**src/rtl/unified_mem_arbiter.sv**
```systemverilog
// unified_mem_arbiter: single-port memory shared by fetch (IF) and load/store (DM), fixed-latency access, registered responses.
// Optional MEM_ARB_ALIGN_CHECK_EN adds if_err/dm_err and suppresses memory access for misaligned requests.
module unified_mem_arbiter #(
  parameter int ADDR_W     = 64,
  parameter int DATA_W     = 64,
  parameter int MEM_LAT    = 2,
  parameter int STARVE_MAX = 4
) (
  input  logic              clk,
  input  logic              reset,
  input  logic              if_req,
  input  logic [ADDR_W-1:0] if_addr,
  output logic              if_gnt,
  output logic              if_rvalid,
  output logic [31:0]       if_rdata,
  input  logic              dm_req,
  input  logic              dm_we,
  input  logic [ADDR_W-1:0] dm_addr,
  input  logic [DATA_W-1:0] dm_wdata,
  output logic              dm_gnt,
  output logic              dm_rvalid,
  output logic [DATA_W-1:0] dm_rdata,
  output logic              mem_en,
  output logic              mem_we,
  output logic [ADDR_W-1:0] mem_addr,
  output logic [DATA_W-1:0] mem_wdata,
  input  logic [DATA_W-1:0] mem_rdata,
  output logic              stall_if,
`ifdef MEM_ARB_ALIGN_CHECK_EN
  output logic              if_err,
  output logic              dm_err,
`endif
  output logic              busy
);
  localparam int CW = MEM_LAT > 1 ? $clog2(MEM_LAT) : 1;
  localparam int SW = $clog2(STARVE_MAX + 1);
  typedef enum logic [1:0] {IDLE, WAIT, RESP} state_t;
  state_t state, state_nx;
  logic [CW-1:0] cnt;
  logic [SW-1:0] starve_cnt;
  logic win_dm, we_q, elig, gnt, mis, cap;
  logic [ADDR_W-1:0] addr_q;
  logic [DATA_W-1:0] wdata_q, dm_rdata_q;
  logic [31:0] if_rdata_q;
  // grants are gated by reset so nothing is granted while reset is asserted
  assign elig   = reset && state != WAIT;
  assign if_gnt = elig && if_req && (!dm_req || starve_cnt == SW'(STARVE_MAX));
  assign dm_gnt = elig && dm_req && !if_gnt;
  assign gnt    = if_gnt || dm_gnt;
`ifdef MEM_ARB_ALIGN_CHECK_EN
  logic err_q;
  assign mis    = if_gnt ? |if_addr[1:0] : dm_gnt && |dm_addr[2:0];
  assign if_err = if_rvalid && err_q;
  assign dm_err = dm_rvalid && err_q;
`else
  assign mis    = 1'b0;
`endif
  assign mem_en    = gnt && !mis;
  assign mem_we    = dm_gnt && dm_we && !mis;
  assign mem_addr  = if_gnt ? if_addr : dm_gnt ? dm_addr : addr_q;
  assign mem_wdata = dm_gnt ? dm_wdata : wdata_q;
  assign cap       = state == WAIT && cnt == '0;
  assign stall_if  = if_req && !if_gnt;
  assign busy      = state != IDLE;
  assign if_rvalid = state == RESP && !win_dm;
  assign dm_rvalid = state == RESP && win_dm;
  assign if_rdata  = if_rdata_q;
  assign dm_rdata  = dm_rdata_q;
  always_comb begin
    state_nx = gnt ? (mis ? RESP : WAIT) : state == WAIT ? (cap ? RESP : WAIT) : IDLE;
  end
  always_ff @(posedge clk or negedge reset) begin
    if (!reset) begin
      state      <= IDLE;
      cnt        <= '0;
      starve_cnt <= '0;
      win_dm     <= 1'b0;
      we_q       <= 1'b0;
      addr_q     <= '0;
      wdata_q    <= '0;
      if_rdata_q <= '0;
      dm_rdata_q <= '0;
`ifdef MEM_ARB_ALIGN_CHECK_EN
      err_q      <= 1'b0;
`endif
    end else begin
      state <= state_nx;
      cnt   <= gnt ? CW'(MEM_LAT - 1) : cnt - CW'(cnt != '0);
      if (gnt) begin
        win_dm  <= dm_gnt;
        we_q    <= dm_we;
        addr_q  <= mem_addr;
        wdata_q <= mem_wdata;
      end
      if (dm_gnt && if_req) starve_cnt <= starve_cnt + SW'(starve_cnt != SW'(STARVE_MAX));
      else if (if_gnt || (elig && !if_req)) starve_cnt <= '0;
      if (cap && win_dm) dm_rdata_q <= we_q ? '0 : mem_rdata;
      if (cap && !win_dm) if_rdata_q <= mem_rdata[31:0];
`ifdef MEM_ARB_ALIGN_CHECK_EN
      if (gnt) err_q <= mis;
      if (if_gnt && mis) if_rdata_q <= '0;
      if (dm_gnt && mis) dm_rdata_q <= '0;
`endif
    end
  end
endmodule

```
**config.mk**
```make
export PLATFORM = sky130hd
export DESIGN_NAME = unified_mem_arbiter
export DESIGN_NICKNAME = d
export VERILOG_FILES = /design/src/rtl/unified_mem_arbiter.sv
export SDC_FILE = /design/constraint.sdc
export NUM_CORES = 1
export LEC_CHECK = 0
export CORE_MARGIN = 10
export CORE_UTILIZATION = 38
export DETAILED_ROUTE_END_ITERATION = 16
export PLACE_DENSITY = 0.77
export SLEW_MARGIN = 10
export SYNTH_ARGS = -nofsm -noshare
export SYNTH_HDL_FRONTEND = slang
export SYNTH_SLANG_ARGS = --single-unit
```
**constraint.sdc**
```tcl
create_clock -name clk -period 3.1 [get_ports clk]
set_input_delay 0.93 -clock clk [delete_from_list [all_inputs] [get_ports clk]]
set_output_delay 0.93 -clock clk [all_outputs]
set_load 0.02 [all_outputs]
```
# After elaboration in Yosys (flattened, before gate mapping)
# Cells that the tools add are included.
# totals
register_bits	232
inputBits	261
output_inout_bits	232
wordCells	50
# op_classes
mux	10
add_sub_neg	2
n_reduce_logical	23
bitwise	1
n_eq_ne	5
# op_table
op	count
$mux 64	4
$logic_and 1x1->1	14
$mux 2	3
$mux 3	2
$logic_not 1->1	4
$reduce_bool 2->1	2
$add 3x1->3	1
$eq 3x3->1 const B	1
$logic_or 1x1->1	3
$ne 3x3->1 const B	1
$eq 2x1->1 const B	1
$eq 2x2->1 const B	1
$ne 2x1->1 const B	1
$mux 1	1
$not 1->1	1
$sub 1x1->1	1

# Logic depth before layout (Yosys ltp)
# depth
depth_word	8
mapped_depth	7
mapped_depth_nobuf	6

# Worst setup path before layout
# No wires, ideal clock.
# synth_timing
path_type	input to output
from	input port reset
to	output port mem_addr[0]
n_path_buf	3
required_ns	2.170
arrival_ns	2.243
cell_stages	6
path_slack_ns	-0.073
cell_sequence	clkbuf_1 > o2111ai_2 > inv_2 > clkbuf_1 > clkbuf_1 > a221o_1
# synth_between
elab_chain_len	7
elab_cells_between_ends	8
cone_classes	mux: 2; reduce/logical: 6
# synth_rtl
element	line	rtl
start: declaration	10	input logic reset,
$logic_and 1x1->1 *	46	assign elig = reset && state != WAIT;
$logic_and 1x1->1 (2 in series)	47	assign if_gnt = elig && if_req && (!dm_req || starve_cnt == SW'(STARVE_MAX));
$logic_not 1->1	48	assign dm_gnt = elig && dm_req && !if_gnt;
$logic_and 1x1->1	48	
$mux 64	60	assign mem_addr = if_gnt ? if_addr : dm_gnt ? dm_addr : addr_q;
$mux 64 *	60	
end: declaration	25	output logic [ADDR_W-1:0] mem_addr,
# Every way passes the cells marked *; elsewhere a longest branch is shown, timed or not.

# Worst setup path in the final report
# layout_timing
from	register starve_cnt[0]
to	output port mem_addr[55]
# layout_between
elab_chain_len	7
# layout_rtl
element	line	rtl
start: declaration	40	logic [SW-1:0] starve_cnt;
start signal: assignment	95	if (dm_gnt && if_req) starve_cnt <= starve_cnt + SW'(starve_cnt != SW'(STARVE_MAX));
$eq 3x3->1 *	47	
$logic_or 1x1->1 *	47	
$logic_and 1x1->1 *	47	
$logic_not 1->1	48	
$logic_and 1x1->1	48	
$mux 64	60	
$mux 64 *	60	
# Marked as above.

==> metrics <==
Synth Warn #=0; max cap viols=0; Ant. Diodes=0; clock skew=0.01975 ns; row count=slightly above 60; Mean Syn Cell Area=11.55 um^2; crit end category=output port; Clk Latency, worst-skew pair=between 0.5 and 0.6 ns; # setup viols final=roughly 130; pwr/cell area=770.3 nW/um^2; Cell Area, Synth=11,140 um^2; initial antenna violation count=0; DRT iter0 DRCs=704; final core occ=0.6902; deepest clock path buffer count=3; RSZ-0062 raised after global routing=yes; FF+latch count, synth=232; routed wire length=46,110 um; Final Cycle Share=1.166; port bufs=between 400 and 500; Post-DRT Antenna Nets=0; Die Y=approximately 190 um; failing checks=negative setup slack; first-pass GRT wire length=66,870 um; Synth-to-Final Area Change=78.37%; gr usage total=0.2318; Num CTS Buffers=27; critical-path cell list=or3b_4 -> o2111ai_4 -> buf_6 -> buf_12 -> inv_12 -> bufbuf_16 -> a221o_1 -> buf_6; placer congestion estimate=between 0.8 and 0.9; DR vias=10,637; final slew viol count=0; final worst setup slack=-0.5140 ns; post-synthesis sequential area ratio=0.5213; CP arrival=roughly 2.7 ns; CP max stage delay=0.44 ns; CP max-delay cell=or3b_4; R2R setup slack=0.48 ns; Slew @ Worst Pin=1.006 ns; Sinks on Clock Net=232; Nets=1,856; status=finished, violations left; CP Max Fanout=9; Top Ports=493; syn nets=1,227; crit path launch type=flip-flop; Min-Delay Path Class=in2async; reg2reg end=wdata_q[5]; worst flop-to-flop path startpoint=starve_cnt[0]; min Tclk post-route=3.614 ns; worst path required time=2.17 ns; Worst Reg-to-Reg Cells=9; layout cell share with drive strength beyond 1=0.3445; vias in the first global route=11,204; Remaining DRCs=0; root buffer cell=clkbuf_16; DP Wirelength=31,600 um; core area=between 20,000 and 30,000 um^2; Initial Util=0.3869; Pleak=9.006 nW; htree depth=1; Slew headroom=0.3296; WS Path Type=reg2out; largest net degree at the start of global routing=80; Yosys top cell area share=0.5213; TritonRoute pass-1 iters=5; Fin. Hold Viols=0; vias per cell=5.332; top cells by area, synth=dfrtp_1, mux2_2, a221o_1; Gate Count Post-Synth=between 900 and 1,000; CTS tree=done; Max VDD drop=just under 0.5 mV; post-DR wirelength/cell=23.11 um; die footprint=approximately 37,000 um^2; Horiz. Die Dim=between 150 and 200 um; total negative setup slack=-48.49 ns; Top cell by count, worst path=buf_6; cell taking the most area after synthesis=dfrtp_1; gr ovfl total=0; clock transition at the registers of the reported paths=0.06 ns; fmax=276.7 MHz; synth unique cells=29
==> logic make-up after synthesis <==
logic type / count (synthesis) / share of synthesized area
AOI/OAI and AO/OA: 264 / 0.1878
DFF: 232 / 0.5213
muxes: 161 / 0.1628
buffers and inverters: 157 / 0.05742
and+or+nand+nor: 148 / 0.06843
adders and majority gates: 2 / 0.002247
==> cell usage after synthesis (all sizes together) <==
cell type  count
dfrtp        232
nor2b          3
a221o        128
nand4bb        1
ha             2
nand2         65
nand3          3
a2111oi        1
a21o           1
and2           1
or2            2
nor3b          1
and3b          1
o2bb2ai        3
inv           67
and3           1
buf           34
clkbuf        56
o2111ai        1
nor3           1
or3b           1
nor2           3
nand2b        65
mux2         161
a31oi         66
o21ai         64
==> final cells by class <==
type | instances | area, um^2
Clock buffer | 36 | 749.5
Clock inverter | 11 | 96.34
Fill cell | 2016 | 8917
Inverter | 67 | 264.0
Multi-Input combinational cell | 575 | 5040
Sequential cell | 232 | 5806
Tap cell | 384 | 480.5
Timing Repair Buffer | 689 | 7416
Timing Repair inverter | 1 | 11.26
==> how the worst max path moves through the flow <==
stage / startpoint / endpoint / slack [ns] / cells past startpoint
6_report: starve_cnt[0] / mem_addr[55] / -0.51 / 8
5_1_grt: starve_cnt[0] / mem_addr[55] / -0.58 / 8
4_1_cts: starve_cnt[1] / mem_addr[19] / -0.52 / 8
3_5_place_dp: if_req / mem_addr[1] / -0.97 / 7
3_3_place_gp: if_req / mem_addr[37] / -0.99 / 7
2_1_floorplan: reset / mem_addr[0] / -0.07 / 6
==> what timing repair did <==
action                     CTS  global route
cloned                      16             4
buffers inserted            40            29
pin swaps                    8            18
hold buffers                 0             0
resized for setup          739           178
setup endpoints to repair  133           132
==> metrics by stage <==
stage | instances | setup slack (ns) | hold WS, ns | area (um^2) | total power, mW
3_5_place_dp | 1869 | -0.9656 | 0.4694 | 17250 | 11.58
3_3_place_gp | 1869 | -0.9930 | 0.4602 | 17250 | 11.39
5_1_grt | 1995 | -0.5828 | 0.3213 | 19860 | 16.03
6_report | 1995 | -0.5140 | 0.3401 | 19860 | 15.30
4_1_cts | 1972 | -0.5187 | 0.3183 | 19220 | 14.99
2_1_floorplan | 964 | -0.07253 | 0.4424 | 11140 | 7.959
==> per-layer routing <==
| metal | up-vias | GRT usage | wire length [um] |
|---|---|---|---|
| met5 | - | 0 | 0 |
| met4 | 0 | 0.06791 | 1483 |
| met3 | 88 | 0.06633 | 3830 |
| met2 | 471 | 0.4250 | 24020 |
| met1 | 5241 | 0.2536 | 16780 |
| li1 | 4837 | - | - |
==> sequential cells by signal, indices dropped and copies added (netlist names) <==
| register | count |
|---|---|
| addr_q | 64 |
| wdata_q | 64 |
| dm_rdata | 64 |
| we_q | 1 |
| starve_cnt | 3 |
| if_rdata | 32 |
| win_dm | 1 |
| state | 2 |
| cnt | 1 |
==> critical path: cells and delay by family (launching register included) <==
family / cells / cell delay [ns]
AOI/OAI and AO/OA: 2 / 0.58
buffers and inverters: 5 / 0.74
DFF: 1 / 0.38
and+or+nand+nor: 1 / 0.44
==> cell usage in the layout, fill, tap and decap left out, types with 3 or more instances in the layout <==
cell type | Yosys | routed
clkinv_2 | 0 | 5
a31oi_2 | 0 | 7
clkbuf_1 | 56 | 5
mux2_4 | 0 | 64
buf_12 | 0 | 28
buf_16 | 0 | 7
nor2b_1 | 3 | 3
buf_8 | 0 | 11
nand2_1 | 65 | 65
o2bb2ai_1 | 3 | 3
mux2_2 | 161 | 97
nand2b_1 | 65 | 64
clkbuf_8 | 0 | 4
buf_4 | 4 | 120
o21ai_0 | 64 | 64
dfrtp_1 | 232 | 232
a221o_1 | 128 | 128
nand3_1 | 3 | 3
inv_1 | 66 | 65
bufbuf_16 | 0 | 5
a31oi_1 | 66 | 58
buf_6 | 0 | 155
clkbuf_16 | 0 | 31
clkdlybuf4s50_1 | 0 | 356
==> report_power, final <==
part / internal, mW / leakage [nW] / switching, mW
clock: 1.78 / 0.415 / 1.29
combinational: 3.93 / 5.73 / 3.59
sequential: 4.12 / 2.86 / 0.594
total: 9.83 / 9.01 / 5.47
No activity file was read; power rests on OpenSTA's default activity.
